===== src/rtl/ble_cfg_pkg.sv =====
// Shared definitions for the fracturable K-input BLE and its config chain:
// loader state encoding and the bit positions inside the config word.
package ble_cfg_pkg;

  typedef enum logic [1:0] {
    IDLE  = 2'd0,
    SHIFT = 2'd1,
    DONE  = 2'd2
  } cfg_state_e;

  // Truth table plus OUT_SEL, FF_INIT and FRAC control bits
  function automatic int cfg_bits(input int k);
    return (1 << k) + 3;
  endfunction

  function automatic int idx_out_sel(input int k);
    return (1 << k);
  endfunction

  function automatic int idx_ff_init(input int k);
    return (1 << k) + 1;
  endfunction

  function automatic int idx_frac(input int k);
    return (1 << k) + 2;
  endfunction

endpackage


===== src/rtl/ble_cfg_chain.sv =====
// Config scan chain for one BLE: serial shift register, loader FSM and bit
// counter. Raises cfg_done once a full word has been shifted in, and pulses
// ff_load_o on the edge the word becomes valid so the top can preset its FF.
module ble_cfg_chain
  import ble_cfg_pkg::*;
#(
  parameter int K = 4
) (
  input  logic                   clk,
  input  logic                   reset,
  input  logic                   ccff_en_i,
  input  logic                   ccff_head_i,
  output logic [cfg_bits(K)-1:0] cfg_o,
  output logic                   cfg_done_o,
  output logic                   ccff_tail_o,
  output logic                   ff_load_o,
  output logic                   ff_init_o
);

  localparam int CB = cfg_bits(K);
  localparam int CW = $clog2(CB + 1);

  cfg_state_e      state_q, state_d;
  logic [CW-1:0]   cnt_q, cnt_d;
  logic [CB-1:0]   cfg_q, cfg_d;
  logic            full_q, full_d;
  logic            enter_done;

  // Next-state logic. full_q remembers that the current uninterrupted burst
  // already completed a word, so an overshifted burst that stops mid-count
  // still lands in DONE holding the last CB bits.
  always_comb begin
    cfg_d      = ccff_en_i ? {cfg_q[CB-2:0], ccff_head_i} : cfg_q;
    state_d    = state_q;
    cnt_d      = cnt_q;
    full_d     = ccff_en_i ? full_q : 1'b0;
    enter_done = 1'b0;
    case (state_q)
      IDLE: begin
        if (ccff_en_i) begin
          state_d = SHIFT;
          cnt_d   = CW'(1);
        end
      end
      SHIFT: begin
        if (ccff_en_i) begin
          if (cnt_q == CW'(CB - 1)) begin
            state_d    = DONE;
            cnt_d      = CW'(CB);
            full_d     = 1'b1;
            enter_done = 1'b1;
          end else begin
            cnt_d = cnt_q + CW'(1);
          end
        end else if (full_q) begin
          state_d    = DONE;
          cnt_d      = CW'(CB);
          enter_done = 1'b1;
        end
      end
      DONE: begin
        if (ccff_en_i) begin
          state_d = SHIFT;
          cnt_d   = CW'(1);
        end
      end
      default: begin
        state_d = IDLE;
        cnt_d   = '0;
      end
    endcase
  end

  // Chain registers; reset clears everything, even in the middle of a shift
  always_ff @(posedge clk) begin
    if (reset) begin
      state_q    <= IDLE;
      cnt_q      <= '0;
      cfg_q      <= '0;
      full_q     <= 1'b0;
      cfg_done_o <= 1'b0;
    end else begin
      state_q    <= state_d;
      cnt_q      <= cnt_d;
      cfg_q      <= cfg_d;
      full_q     <= full_d;
      cfg_done_o <= (state_d == DONE);
    end
  end

  assign cfg_o       = cfg_q;
  assign ccff_tail_o = cfg_q[CB-1];
  assign ff_load_o   = enter_done & ~reset;
  assign ff_init_o   = cfg_d[idx_ff_init(K)];

endmodule


===== src/rtl/ble_k_frac_cfg.sv =====
// Fracturable K-input basic logic element: one K-LUT or two (K-1)-LUTs with
// shared inputs, an FF with sync set/reset, and a comb/registered output
// select, all configured through a daisy-chained scan chain.
// Optional feature macro BLE_FF_CE_EN adds the ble_ce FF clock-enable port.
module ble_k_frac_cfg
  import ble_cfg_pkg::*;
#(
  parameter int K = 4
) (
  input  logic         clk,
  input  logic         reset,
  input  logic         set,
  input  logic [K-1:0] ble_in,
`ifdef BLE_FF_CE_EN
  input  logic         ble_ce,
`endif
  input  logic         ccff_en,
  input  logic         ccff_head,
  output logic         ccff_tail,
  output logic         cfg_done,
  output logic [1:0]   ble_out
);

  localparam int TT = 1 << K;
  localparam int CB = cfg_bits(K);

  logic [CB-1:0] cfg;
  logic [TT-1:0] lut;
  logic [K-1:0]  lo_idx, hi_idx;
  logic          full, lo, hi, f0, f1;
  logic          ff_load, ff_init, ce;
  logic          ff_q, ff_d;

  ble_cfg_chain #(.K(K)) u_chain (
    .clk         (clk),
    .reset       (reset),
    .ccff_en_i   (ccff_en),
    .ccff_head_i (ccff_head),
    .cfg_o       (cfg),
    .cfg_done_o  (cfg_done),
    .ccff_tail_o (ccff_tail),
    .ff_load_o   (ff_load),
    .ff_init_o   (ff_init)
  );

`ifdef BLE_FF_CE_EN
  assign ce = ble_ce;
`else
  assign ce = 1'b1;
`endif

  assign lut    = cfg[TT-1:0];
  assign lo_idx = {1'b0, ble_in[K-2:0]};
  assign hi_idx = {1'b1, ble_in[K-2:0]};

  // LUT read: full K-LUT, or lower/upper halves when fractured
  always_comb begin
    full = lut[ble_in];
    lo   = lut[lo_idx];
    hi   = lut[hi_idx];
    f0   = cfg[idx_frac(K)] ? lo : full;
    f1   = cfg[idx_frac(K)] ? hi : full;
  end

  // FF next state: preset from FF_INIT on load, then set > ce while configured
  always_comb begin
    ff_d = ff_q;
    if (ff_load) begin
      ff_d = ff_init;
    end else if (cfg_done) begin
      if (set) begin
        ff_d = 1'b1;
      end else if (ce) begin
        ff_d = f0;
      end
    end
  end

  // BLE flip-flop; reset has priority over set and load
  always_ff @(posedge clk) begin
    if (reset) begin
      ff_q <= 1'b0;
    end else begin
      ff_q <= ff_d;
    end
  end

  // Outputs are held low until a complete config word is in place
  always_comb begin
    ble_out = 2'b00;
    if (cfg_done) begin
      ble_out[0] = cfg[idx_out_sel(K)] ? ff_q : f0;
      ble_out[1] = f1;
    end
  end

endmodule


===== config.mk =====
export PLATFORM = sky130hd
export DESIGN_NAME = ble_k_frac_cfg
export DESIGN_NICKNAME = d
export VERILOG_FILES = /design/src/rtl/ble_cfg_pkg.sv /design/src/rtl/ble_cfg_chain.sv /design/src/rtl/ble_k_frac_cfg.sv
export SDC_FILE = /design/constraint.sdc
export NUM_CORES = 1
export LEC_CHECK = 0
export CAP_MARGIN = 20
export CORE_MARGIN = 4
export CORE_UTILIZATION = 50
export DETAILED_ROUTE_END_ITERATION = 8
export HOLD_SLACK_MARGIN = 0.03
export PLACE_DENSITY = 0.72
export SYNTH_ARGS = -nofsm -noshare
export SYNTH_HDL_FRONTEND = slang
export SYNTH_SLANG_ARGS = --single-unit
export TNS_END_PERCENT = 10

===== constraint.sdc =====
create_clock -name clk -period 2.15 [get_ports clk]
set_input_delay 0.645 -clock clk [delete_from_list [all_inputs] [get_ports clk]]
set_output_delay 0.645 -clock clk [all_outputs]
set_load 0.01 [all_outputs]

After elaboration in Yosys (flattened, before gate mapping)
Index checks and enable logic that the tools add are counted.
{"block": "op_classes", "addsub": 1, "magnitude_cmp": 3, "eq_ne": 6, "muxes": 32, "bitwise": 2, "reduce_logical": 4}
{"operator": "$mux W5", "count": 4}
{"operator": "$mux W18", "count": 1}
{"operator": "$mux W1", "count": 17}
{"operator": "$lt A4 B5 Y1 const B", "count": 2}
{"operator": "$mux W2", "count": 5}
{"operator": "$pmux W5 S2", "count": 1}
{"operator": "$bmux W1 S3", "count": 2}
{"operator": "$add A5 B1 Y5 const B", "count": 1}
{"operator": "$eq A5 B5 Y1 const B", "count": 1}
{"operator": "$lt A3 B5 Y1 const B", "count": 1}
{"operator": "$bmux W1 S4", "count": 1}
{"operator": "$eq A2 B2 Y1 const B", "count": 2}
{"operator": "$pmux W2 S2", "count": 1}
{"operator": "$ne A3 B2 Y1 const B", "count": 1}
{"operator": "$eq A2 B1 Y1 const B", "count": 1}
{"operator": "$logic_not A2 Y1", "count": 1}
{"operator": "$ne A2 B1 Y1 const B", "count": 1}
{"operator": "$reduce_and A2 Y1", "count": 1}
{"operator": "$reduce_bool A2 Y1", "count": 1}
{"operator": "$reduce_or A2 Y1", "count": 1}
{"operator": "$and A1 B1 Y1", "count": 1}
{"operator": "$not A1 Y1", "count": 1}
{"block": "totals", "register_bits": 29, "output_inout_bits": 4, "elab_cells": 55}

Longest topological paths before layout
{"block": "depth", "word_depth": 6, "depth_mapped": 6}

Cells and area by module
A second synthesis with hierarchy kept.
{"block": "unflattened", "cells_unflattened": 143, "hier_area_um2": 1416.4}
{"mod": "ble_cfg_chain", "instances": 1, "cells_each": 119, "area_per_inst_um2": 1167.4, "seq_area_each_um2": 560.5}
{"mod": "ble_k_frac_cfg", "instances": 1, "cells_each": 24, "area_per_inst_um2": 249.0, "seq_area_each_um2": 20.0}

Least setup slack after synthesis
OpenSTA, ideal clock, no wires.
{"block": "synth_path", "path_kind": "input to output", "from": "input port ble_in[0]", "to": "output port ble_out[1]", "arrival_time_ps": 1641, "required_time_ps": 1505, "slack_ps": -136, "path_stages": 4, "path_buffers": 0, "cell_sequence": "mux4_1 > mux2i_1 > o21ai_1 > and3_1"}
{"block": "synth_via", "elab_chain_cells": 4, "word_cells_on_any_way": 6}
{"element": "start, declared", "line_no": "ble_k_frac_cfg.sv:13", "source": "input logic [K-1:0] ble_in,"}
{"element": "$bmux W1 S4 / $bmux W1 S3 (equally long branches)", "line_no": "ble_k_frac_cfg.sv:58, ble_k_frac_cfg.sv:60"}
{"element": "$mux W1 (on tied branches)", "line_no": "ble_k_frac_cfg.sv:58, ble_k_frac_cfg.sv:60"}
{"element": "$mux W1 *", "line_no": "ble_k_frac_cfg.sv:62", "source": "f1 = cfg[idx_frac(K)] ? hi : full;"}
{"element": "$mux W2 *", "line_no": "ble_k_frac_cfg.sv:91", "source": "if (cfg_done) begin"}
{"element": "end, declared", "line_no": "ble_k_frac_cfg.sv:21", "source": "output logic [1:0] ble_out"}
Every way passes the cells marked *; elsewhere a longest branch is shown, timed or not. The select of a mux whose other input is x is not followed.

Final worst setup path
Ends and elaborated chain as after synthesis.

==> run summary <==
The run finished, with violations left. The final reports fail on negative setup slack. For this configuration, the core starts out at a cell density of 53.9%. The relative slew slack was 78.6%. IR analysis of the VDD net gives a maximum drop of 0.000643 V. The relative area change from synthesis to final layout came out at 31.8%.

The worst setup path is launched from an input pin. The cell type contributing the most total cell area after synthesis was dfxtp_1. The count of port buffers added during placement was 12; the area share of the leading cell type in the synthesized netlist was 42.3%. The floorplan step set the die height to 60.4 um. The tools report the area of the die as 0.00365 mm^2. For the antenna diode instance count, the log shows 0. The most used flip-flop cell after synthesis is dfxtp_1. Subtracting the final worst setup slack from the clock period gives 2.49 ns.

The synthesized design contains 0 enable-type register cells. The final setup slack of the worst path was -0.340 ns; the detailed placer's ending HPWL was 2.07 mm. Derived from the worst setup path, the maximum achievable clock frequency is 0.402 GHz. In this run the worst setup path begins at ble_in[0].

Counting every net in the synthesized netlist gives 151. TritonCTS built the clock tree. The pin count of the biggest net entering global routing is 30. The run gives 29 as the unique cell type count in the Yosys netlist. After detailed routing, the number of vias per cell comes to 5.52. The worst setup slack after placement was -1.32 ns; the internal power was 0.869 mW.

Worst hold margin: 0.516 ns. The worst register-to-register path begins at u_chain.cnt_q[1]$_SDFFE_PP0P_. After global routing the overflow that remains totals 0. The number of buffers created by CTS is 5, and the number of design rule violations left after detail routing is 0. The tool flagged a number of max-cap violations equal to 0. Setup repair after global routing could not meet its margin everywhere. The routed layout has 1154 vias. The summed instance area of the synthesized netlist was 0.00137 mm^2.

The floorplan step set the die width to 60.4 um. The number of endpoints with negative hold slack in the final report was 0; the total of hold buffers inserted after clock tree synthesis was 0. Cells fill 71.1% of the core in the end.

The worst setup path is of the in -> out kind. Of the total power, registers draw 49.4%. The logs give 13 for the top-level port count and 2 for the maximum buffer depth of the clock tree.

Summed over all nets, the switching power comes to 0.246 mW. Combinational cells account for 8.5% of the total power. After the last flow step, the layout net total stands at 189. The filler cell count was 202; the number of antenna violations at the first check in global routing was 0. Averaged over all synthesized cells, the footprint is 9.80 um^2. The design draws 1.12 mW. The critical path capture point type is an output port.

For the pin with the worst max-slew slack, the measured transition is 0.319 ns. For the via count of the first global-routing pass, the log shows 1124. The run gives 1.85 ns as the arrival time of the worst setup path. Setup violations remaining at the end of the flow were counted as 2. The H-tree was split into 2 levels. Dividing total power by cell area gives a power density of 616 mW/mm^2. In the final timing run, aggregate negative setup slack is -0.643 ns. The first-pass GRT wire length came out at 5.07 mm. The number of nets with antenna violations after detailed routing came out at 0.

The async set or reset register ratio after synthesis is 0%. The tools report the TritonCTS sink count as 29. The congestion estimate from routability-driven global placement came to 0.867.

The detailed router finished its first iteration with 49 violations. The routed wire length per instance was 14.6 um; the largest fanout of any net on the critical path was 4. STA puts the critical path data required time at 1.50 ns.

For this run, the number of Yosys warnings is 0. After clock tree synthesis, the clock-pin slew on the worst setup and hold paths is 0.09 ns. The fraction of layout instances using a drive strength above 1 is 27.9%. The placement row count was 18. The final layout contains routed wiring with a total length of 3.05 mm.

In this run the clock root is driven by a clkbuf_4. The leakage power figure was 0.768 nW. For the number of pins with negative max-slew slack in the final report, the log shows 0. The part of the cycle the worst path needs is 116%, and the placeable core area is 0.00254 mm^2. The number of standard cells after synthesis came out at 140. In this run the most critical hold path is launched from u_chain.cnt_q[4]$_SDFFE_PP0P_. The clock skew is 0.00484 ns. The run gives 42.3% as the part of the Yosys area used for sequential elements. Before antenna repair, the detailed router went through 7 iterations. The worst hold path class was reg -> reg. At the later pin of the worst-skew pair, clock insertion delay measures 0.34 ns. The register bit count reported by yosys was 29.

Net switching is 22.1% of the power. Sorting the synthesized cells by area gives the leading types as dfxtp_1, mux2i_1, mux4_1. The tools report the clock group share of total power as 42.1%. The all-layer global routing usage is 19.2%.
layer usage:
layer	part of all wire, %	GRT usage [%]	routed length, um
met5	0	0	0
met4	1.5	10.1	45
met3	5.0	7.02	152
met2	50	30.7	1510
met1	44	22.5	1340
critical path, cell delays in order:
cell     delay, ns
buf_12        0.09
mux4_2        0.52
mux2i_4       0.21
o21ai_1       0.10
and3_4        0.17
buf_6         0.11
layout by cell type, fill, tap and decap left out, types with 2 or more instances in the layout:
master | synthesis | layout
nand3_1 | 2 | 2
dfxtp_1 | 29 | 29
nor2b_1 | 3 | 3
mux2i_1 | 21 | 19
o21ai_0 | 3 | 3
ha_1 | 2 | 2
clkbuf_4 | 0 | 5
clkdlybuf4s50_1 | 0 | 6
mux4_2 | 0 | 4
nand2b_1 | 4 | 4
a311oi_1 | 2 | 2
a21oi_1 | 5 | 5
buf_4 | 0 | 25
a211oi_1 | 3 | 3
mux2_2 | 2 | 2
nand2_1 | 7 | 7
nor3b_1 | 3 | 3
inv_1 | 3 | 3
mux2i_4 | 0 | 2
nor2_1 | 28 | 28
a22oi_1 | 2 | 2
worst paths after layout:
path,endpoint,slack [ns],cells past startpoint
min,u_chain.cnt_q[4]$_SDFFE_PP0P_,0.52,2
max reg2reg,ff_q$_SDFFE_PP0P_,0.40,5
min reg2reg,u_chain.cnt_q[4]$_SDFFE_PP0P_,0.52,2
max,ble_out[1],-0.34,6
metrics by stage:
stage,instance area (um^2),cells
after detailed placement,1670,200
after CTS,1770,208
after floorplan,1360,140
after global routing,1810,209
after global placement,1670,200
final,1810,209
registers in the layout, summed over array words and instances (netlist names):
signal and flops:
u_chain.cfg_done_o 1, u_chain.cnt_q 5, u_chain.state_q 2, u_chain.full_q 1, u_chain.cfg_o 19, ff_q 1
repair_timing:
action	in CTS	in global routing
pin swaps	0	1
gates resized for setup	23	6
setup buffers	0	1
setup endpoints to repair	2	2
cells in the mapped netlist, types with 4 or more instances:
cell,n
a21oi_1,5
mux4_1,4
nand2b_1,4
nand2_1,7
mux2i_1,21
dfxtp_1,29
nor2_1,28
logic make-up (layout without fill, tap and decap cells):
kind of cell               count (synthesis)  after routing  synth area share (%)
AOI/OAI and AO/OA                         21             21                  10.8
adders and majority gates                  2              2                  1.82
buffers and inverters                      9             48                  2.73
DFF                                       29             29                  42.3
muxes                                     27             27                  24.6
and+or+nand+nor                           52             52                  17.8
final cells by class:
class                           instances  area, um^2  share of cell area, %
Sequential cell                        29         581                   32.1
Clock inverter                          1        30.0                   1.66
Multi-Input combinational cell        102         778                   43.0
Timing Repair Buffer                   37         317                   17.5
Tap cell                               30        37.5                   2.07
Clock buffer                            7        55.1                   3.04
Inverter                                3        11.3                  0.622
power groups by stage:
stage,logic [mW],registers (mW),clock network (mW)
2_1_floorplan,0.0527,0.561,0
3_3_place_gp,0.0855,0.563,0
3_5_place_dp,0.0876,0.563,0
4_1_cts,0.0894,0.551,0.477
5_1_grt,0.102,0.553,0.510
6_report,0.0943,0.551,0.469
Note: power is estimated with default switching activity, not from simulation.
